<file path="src/rtl/rv32_writeback_buffer.sv">
// ---------------------------------------------------------------------------
// rv32_writeback_buffer
//   Write-side front end of the 32x32 RV32I register file. Retired results
//   (rd, data) are accepted over a valid/ready port and queued in order in a
//   DEPTH-entry FIFO. The FIFO drains one entry per cycle into the register
//   file write port. The register file captures on the negedge inside the
//   cycle, and the head is popped on the following posedge. A two-port bypass
//   lookup returns the youngest queued value for a source register, so that
//   queued-but-unwritten results are never read stale.
//
// Ports
//   clock, async_reset            posedge clock, asynchronous active-low reset
//   in_valid/in_ready/in_rd/in_data  producer port (results to be written)
//   wb_stall                      regfile port borrowed elsewhere; hold head
//   rf_write_en/addr/data         register file write port (combinational)
//   byp_addr_k -> byp_hit_k/byp_data_k  bypass lookup, k = 1, 2
//   count                         number of entries currently queued
//
// Handshake: a transfer happens on a posedge where in_valid && in_ready.
//   in_ready does not depend on in_valid. A result for x0 completes the
//   handshake but is discarded.
// ---------------------------------------------------------------------------
module rv32_writeback_buffer #(
  parameter int DEPTH = 4
) (
  input  logic                         clock,
  input  logic                         async_reset,
  input  logic                         in_valid,
  output logic                         in_ready,
  input  logic [4:0]                   in_rd,
  input  logic [31:0]                  in_data,
  input  logic                         wb_stall,
  output logic                         rf_write_en,
  output logic [4:0]                   rf_write_addr,
  output logic [31:0]                  rf_write_data,
  input  logic [4:0]                   byp_addr_1,
  input  logic [4:0]                   byp_addr_2,
  output logic                         byp_hit_1,
  output logic [31:0]                  byp_data_1,
  output logic                         byp_hit_2,
  output logic [31:0]                  byp_data_2,
  output logic [$clog2(DEPTH+1)-1:0]   count
);

  localparam int PW = $clog2(DEPTH);
  localparam int CW = $clog2(DEPTH+1);

  logic [4:0]    rd_q   [DEPTH];
  logic [31:0]   data_q [DEPTH];
  logic [PW-1:0] head_q, head_d;
  logic [PW-1:0] tail_q, tail_d;
  logic [CW-1:0] count_q, count_d;

  logic          not_empty;
  logic          pop;
  logic          push;
  logic [PW-1:0] byp_idx;

  assign not_empty = (count_q != '0);
  assign pop       = not_empty && !wb_stall;
  // A full buffer still accepts when the head leaves in the same cycle.
  assign in_ready  = (count_q < CW'(DEPTH)) || pop;
  assign push      = in_valid && in_ready && (in_rd != 5'd0);

  // Drain port: driven straight from the head entry.
  assign rf_write_en   = pop;
  assign rf_write_addr = not_empty ? rd_q[head_q]   : 5'd0;
  assign rf_write_data = not_empty ? data_q[head_q] : 32'd0;
  assign count         = count_q;

  // Pointers are PW bits wide and DEPTH is a power of two, so the
  // increments wrap modulo DEPTH on their own.
  always_comb begin
    head_d  = head_q;
    tail_d  = tail_q;
    count_d = count_q;
    if (pop)  head_d = head_q + PW'(1);
    if (push) tail_d = tail_q + PW'(1);
    case ({push, pop})
      2'b10:   count_d = count_q + CW'(1);
      2'b01:   count_d = count_q - CW'(1);
      default: count_d = count_q;
    endcase
  end

  always_ff @(posedge clock or negedge async_reset) begin
    if (!async_reset) begin
      head_q  <= '0;
      tail_q  <= '0;
      count_q <= '0;
    end else begin
      head_q  <= head_d;
      tail_q  <= tail_d;
      count_q <= count_d;
    end
  end

  // When full with a simultaneous pop, tail == head: the head slot is
  // overwritten on the same edge it is consumed, which is safe because the
  // write port already read it during the cycle.
  always_ff @(posedge clock or negedge async_reset) begin
    if (!async_reset) begin
      for (int i = 0; i < DEPTH; i++) begin
        rd_q[i]   <= 5'd0;
        data_q[i] <= 32'd0;
      end
    end else if (push) begin
      rd_q[tail_q]   <= in_rd;
      data_q[tail_q] <= in_data;
    end
  end

  // Bypass: walk live entries oldest to youngest so that the last match,
  // the youngest one, is the value that remains.
  always_comb begin
    byp_hit_1  = 1'b0;
    byp_data_1 = 32'd0;
    byp_hit_2  = 1'b0;
    byp_data_2 = 32'd0;
    byp_idx    = '0;
    for (int k = 0; k < DEPTH; k++) begin
      byp_idx = head_q + PW'(k);
      if (CW'(k) < count_q) begin
        if ((byp_addr_1 != 5'd0) && (rd_q[byp_idx] == byp_addr_1)) begin
          byp_hit_1  = 1'b1;
          byp_data_1 = data_q[byp_idx];
        end
        if ((byp_addr_2 != 5'd0) && (rd_q[byp_idx] == byp_addr_2)) begin
          byp_hit_2  = 1'b1;
          byp_data_2 = data_q[byp_idx];
        end
      end
    end
  end

endmodule
</file>
<file path="config.mk">
export PLATFORM = sky130hd
export DESIGN_NAME = rv32_writeback_buffer
export DESIGN_NICKNAME = d
export VERILOG_FILES = /design/src/rtl/rv32_writeback_buffer.sv
export SDC_FILE = /design/constraint.sdc
export NUM_CORES = 1
export LEC_CHECK = 0
export CAP_MARGIN = 25
export CORE_MARGIN = 2
export CORE_UTILIZATION = 25
export CTS_CLUSTER_SIZE = 8
export DETAILED_ROUTE_END_ITERATION = 7
export PLACE_DENSITY_LB_ADDON = 0.05
export RECOVER_POWER = 100
export SLEW_MARGIN = 0
export SYNTH_ARGS = -nofsm -noshare
export SYNTH_HDL_FRONTEND = slang
export SYNTH_SLANG_ARGS = --single-unit
</file>
<file path="constraint.sdc">
create_clock -name clock -period 4.4 [get_ports clock]
set_input_delay 0.88 -clock clock [delete_from_list [all_inputs] [get_ports clock]]
set_output_delay 0.88 -clock clock [all_outputs]
set_load 0.01 [all_outputs]
</file>
==> results.md <==
- Total number of vias: about 11000
- CP Data Required Time: 3.52 ns
- Grt total ovfl: 0
- DR DRC count: 0
- Sink Count: about 160
- Cell Chain, Critical Path: buf_12 > buf_4 > mux4_2 > xor2_2 > nor3_2 > buf_4 > and2_4 > buf_12 > buf_4 > a221oi_1 > o22ai_2 > dlygate4sd2_1
- Yosys warns: 0
- Number of global-route vias before repair: 11108
- Routed WL: around 48000 um
- CP Class: flip-flop to output port
- CTS root buf: clkbuf_16
- Reg2Reg Setup Slack: approximately 1.1 ns
- Highest clock rate: about 0.23 GHz
- Setup Skew: about 0.0083 ns
- Initial DRC count: roughly 560
- Core footprint: 49860 um2
- Post-Syn Area: approximately 13000 um2
- Part of the power in combinational logic: a little over two thirds
- Post-Syn Instances: about 1300
- CP dominant cell by count: buf_4
- Clock slew at reported path FFs: 0.07 ns
- Number of fill cells in the layout: 5173
- Relative slew slack: -56.97%
- Final hold viol count: 0
- Syn Nets: about 1300
- Flop pwr share: roughly a fifth
- TritonCTS Buffers: 17
- CP peak stage delay: 0.49 ns
- RR Startpoint: count[2]
- Finish-stage setup viols: 0
- H-tree depth: 4
- Vias/cell: between 5 and 6
- Register Area: between 3000 and 4000 um2
- Period utilization: between 90% and 100%
- Post-synth EDFFs: 0
- Pwr dens: 880.4 nW/um2
- Final HPWL from detailed placement: about 32000 um
- Flops & latches, synth: around 160
- Clock power frac: between 10% and 20%
- Final Util: approximately 33%
- IO Port Bufs: about 160
- Syn-to-layout area delta: 32.71%
- CTS Buffer Depth: 2
- Crit end category: output port
- Crit path to: byp_data_1[20]
- Antenna violations before repair: 0
- Peak VDD IR: between 200 and 300 uV
- Post-synth cell types: 57
- Crit start category: flip-flop
- DR pass1 iterations: 5
- Largest net degree at the start of global routing: 156
- Pre-CTS setup slack: -0.3248 ns
- First-pass GRT wire length: between 70000 and 80000 um
- Tot GR Track Use: approximately 18%
- Largest cells by area after synthesis: dfrtp_1 (31%), mux2_2 (17%), mux2i_1 (6.6%)
- Fin crit period: approximately 4.3 ns
- RSZ-0062 raised after global routing: yes
- Worst Tran Pin Value: about 2.4 ns
- Status: complete, but fails checks
- Final Net Count: ~1500
- Std cell rows: 82
- DIE WIDTH: between 200 and 250 um
- Final GP Congestion: 0.7565
- Crit path DAT: around 3.4 ns
- Pleak: 6.745 nW
- CTS tree: built
- R2R depth: 8
- Hold_ws: 0.5219 ns
- Die span in y: 228.3 um
- Crit. Startpoint: head_q[0]
- Final worst slack: about 0.1 ns
- Hold Path Class: flip-flop to flip-flop
- Yosys top cell area share: 30.83%
- Starting Density: approximately 25%
- Die ar.: about 52000 um2
- Failing checks: capacitance limit, slew limit
- Routed Antenna Nets: 0
- Internal power: around 0.008 W
- Multi-input logic area: between 8000 and 9000 um2
- Reg-to-Reg End: data_q[89]
- Critical Path Slowest Stage Cell: dfrtp_4
- Post-synth top cells: mux2_2 (186), dfrtp_1 (155), a21oi_1 (91)
- CP Max Fanout: 13
- Dpl cells: ~2100
- Net Sw Frac: 45.70%
- Final non-filler cell total: 2162
- Count leader, synth: mux2_2
- Sequential share of the synthesized area: a little under a third
- I/O pin count: 159
- Slew Limit Fails: ~230
- Worst skew pair latency: 0.48 ns
- Max Cap Viol: 3
- Total net switching power: ~0.0067 W
- Top_reg_cell synth: dfrtp_1
- DR WL/cell: roughly 22 um
- Async set-reset flop share out of synthesis: 100.0%
- Avg Cell Area, Syn: ~9.9 um2
- Antenna cells: 0
- Leading area contributor after synthesis: dfrtp_1
- Layout cells sized above 1: between 30% and 40%
-- worst min-delay path by stage --
stage                from          to  depth (start not counted)
4_1_cts        data_q[68]  data_q[68]                          1
5_1_grt        data_q[67]  data_q[67]                          1
3_3_place_gp   data_q[77]  data_q[77]                          1
6_report       data_q[68]  data_q[68]                          1
3_5_place_dp   data_q[65]  data_q[65]                          1
2_1_floorplan  data_q[65]  data_q[65]                          1
-- logic make-up (layout without fill, tap and decap cells) --
kind of cell / count (synthesis) / after routing / share of synthesized area, %
xor+xnor: 39 / 39 / 2.715
compound gates: 368 / 368 / 21.00
simple gates: 267 / 267 / 11.95
buf+inv: 137 / 361 / 5.341
fa+ha+maj: 8 / 8 / 0.7957
flops: 155 / 155 / 30.83
mux: 292 / 292 / 27.37
-- routing by layer --
layer  vias up  track usage (%)  share of wire [%]
met2       197            29.78                 47
met5         -                0                  0
met1      5472            24.82                 48
met4         0            4.841                1.5
met3        42            3.468                3.1
li1       5198                -                  -
-- placed cells by master, fill, tap and decap left out, types with 4 or more instances in the layout --
cell and count:
clkbuf_16 18, dfrtp_1 153, a221oi_1 20, nor2_1 45, a211oi_1 88, clkdlybuf4s15_1 9, a221oi_2 13, buf_2 14
nor3b_1 16, ha_1 8, buf_4 100, xor2_1 14, nand3_1 32, buf_12 34, nor3b_2 12, clkbuf_2 22
nand4_1 4, xnor2_1 19, dlygate4sd3_1 29, nand2_1 43, buf_6 12, clkbuf_1 15, clkbuf_4 4, mux2i_1 80
clkinv_4 5, and2_1 29, dlygate4sd2_1 7, o21ai_0 63, o22ai_2 6, nor2b_1 68, inv_1 11, o22ai_1 30
clkdlybuf4s50_1 62, a21oi_1 89, a211oi_2 28, mux4_2 23, mux2_2 186
-- worst max-delay path: cells and delay by family, from the launching register on --
family | cells | cell delay, ns
AOI/OAI and AO/OA | 2 | 0.48
xor gates and xnor gates | 1 | 0.18
muxes | 1 | 0.47
buffers and inverters | 6 | 1.06
DFF | 1 | 0.49
and+or+nand+nor | 2 | 0.24
-- power groups by stage --
stage	Combinational, W	Clock [W]	Sequential (W)
after floorplan	0.00639	0	0.00263
after global placement	0.0101	0	0.00289
after detailed placement	0.0100	0	0.00291
after CTS	0.0103	0.00164	0.00283
after global routing	0.0112	0.00169	0.00296
final	0.0103	0.00157	0.00283
-- layout make-up --
| cell class | instances | share of cell area [%] |
|---|---|---|
| well taps | 672 | 5.036 |
| clock inverters | 13 | 0.8544 |
| clock buffers | 19 | 2.713 |
| multi-input cells | 974 | 49.56 |
| flip-flops and latches | 155 | 23.28 |
| inverters | 12 | 0.2848 |
| repair buffers | 317 | 18.27 |
-- sequential cells by signal (all words and copies together), names as in the netlist --
register / cells
count: 3
tail_q: 2
rd_q: 20
head_q: 2
data_q: 128
-- through the flow --
stage               total power [W]  instance area, um2  setup TNS, ns
detailed placement          0.01294               15630         -8.901
floorplan                  0.009019               12580              0
finish                      0.01470               16690              0
CTS                         0.01481               16630        -0.4747
global placement            0.01294               15630         -8.682
global route                0.01583               16690        -0.2583
-- what timing repair did --
action                     CTS  global route
gates resized for setup    159            90
setup endpoints to repair   68            63
buffers inserted            34            17
gates cloned                 1             1
hold buffers                 0             0
pin swaps                   18            29
No activity file was read; power rests on OpenSTA's default activity.
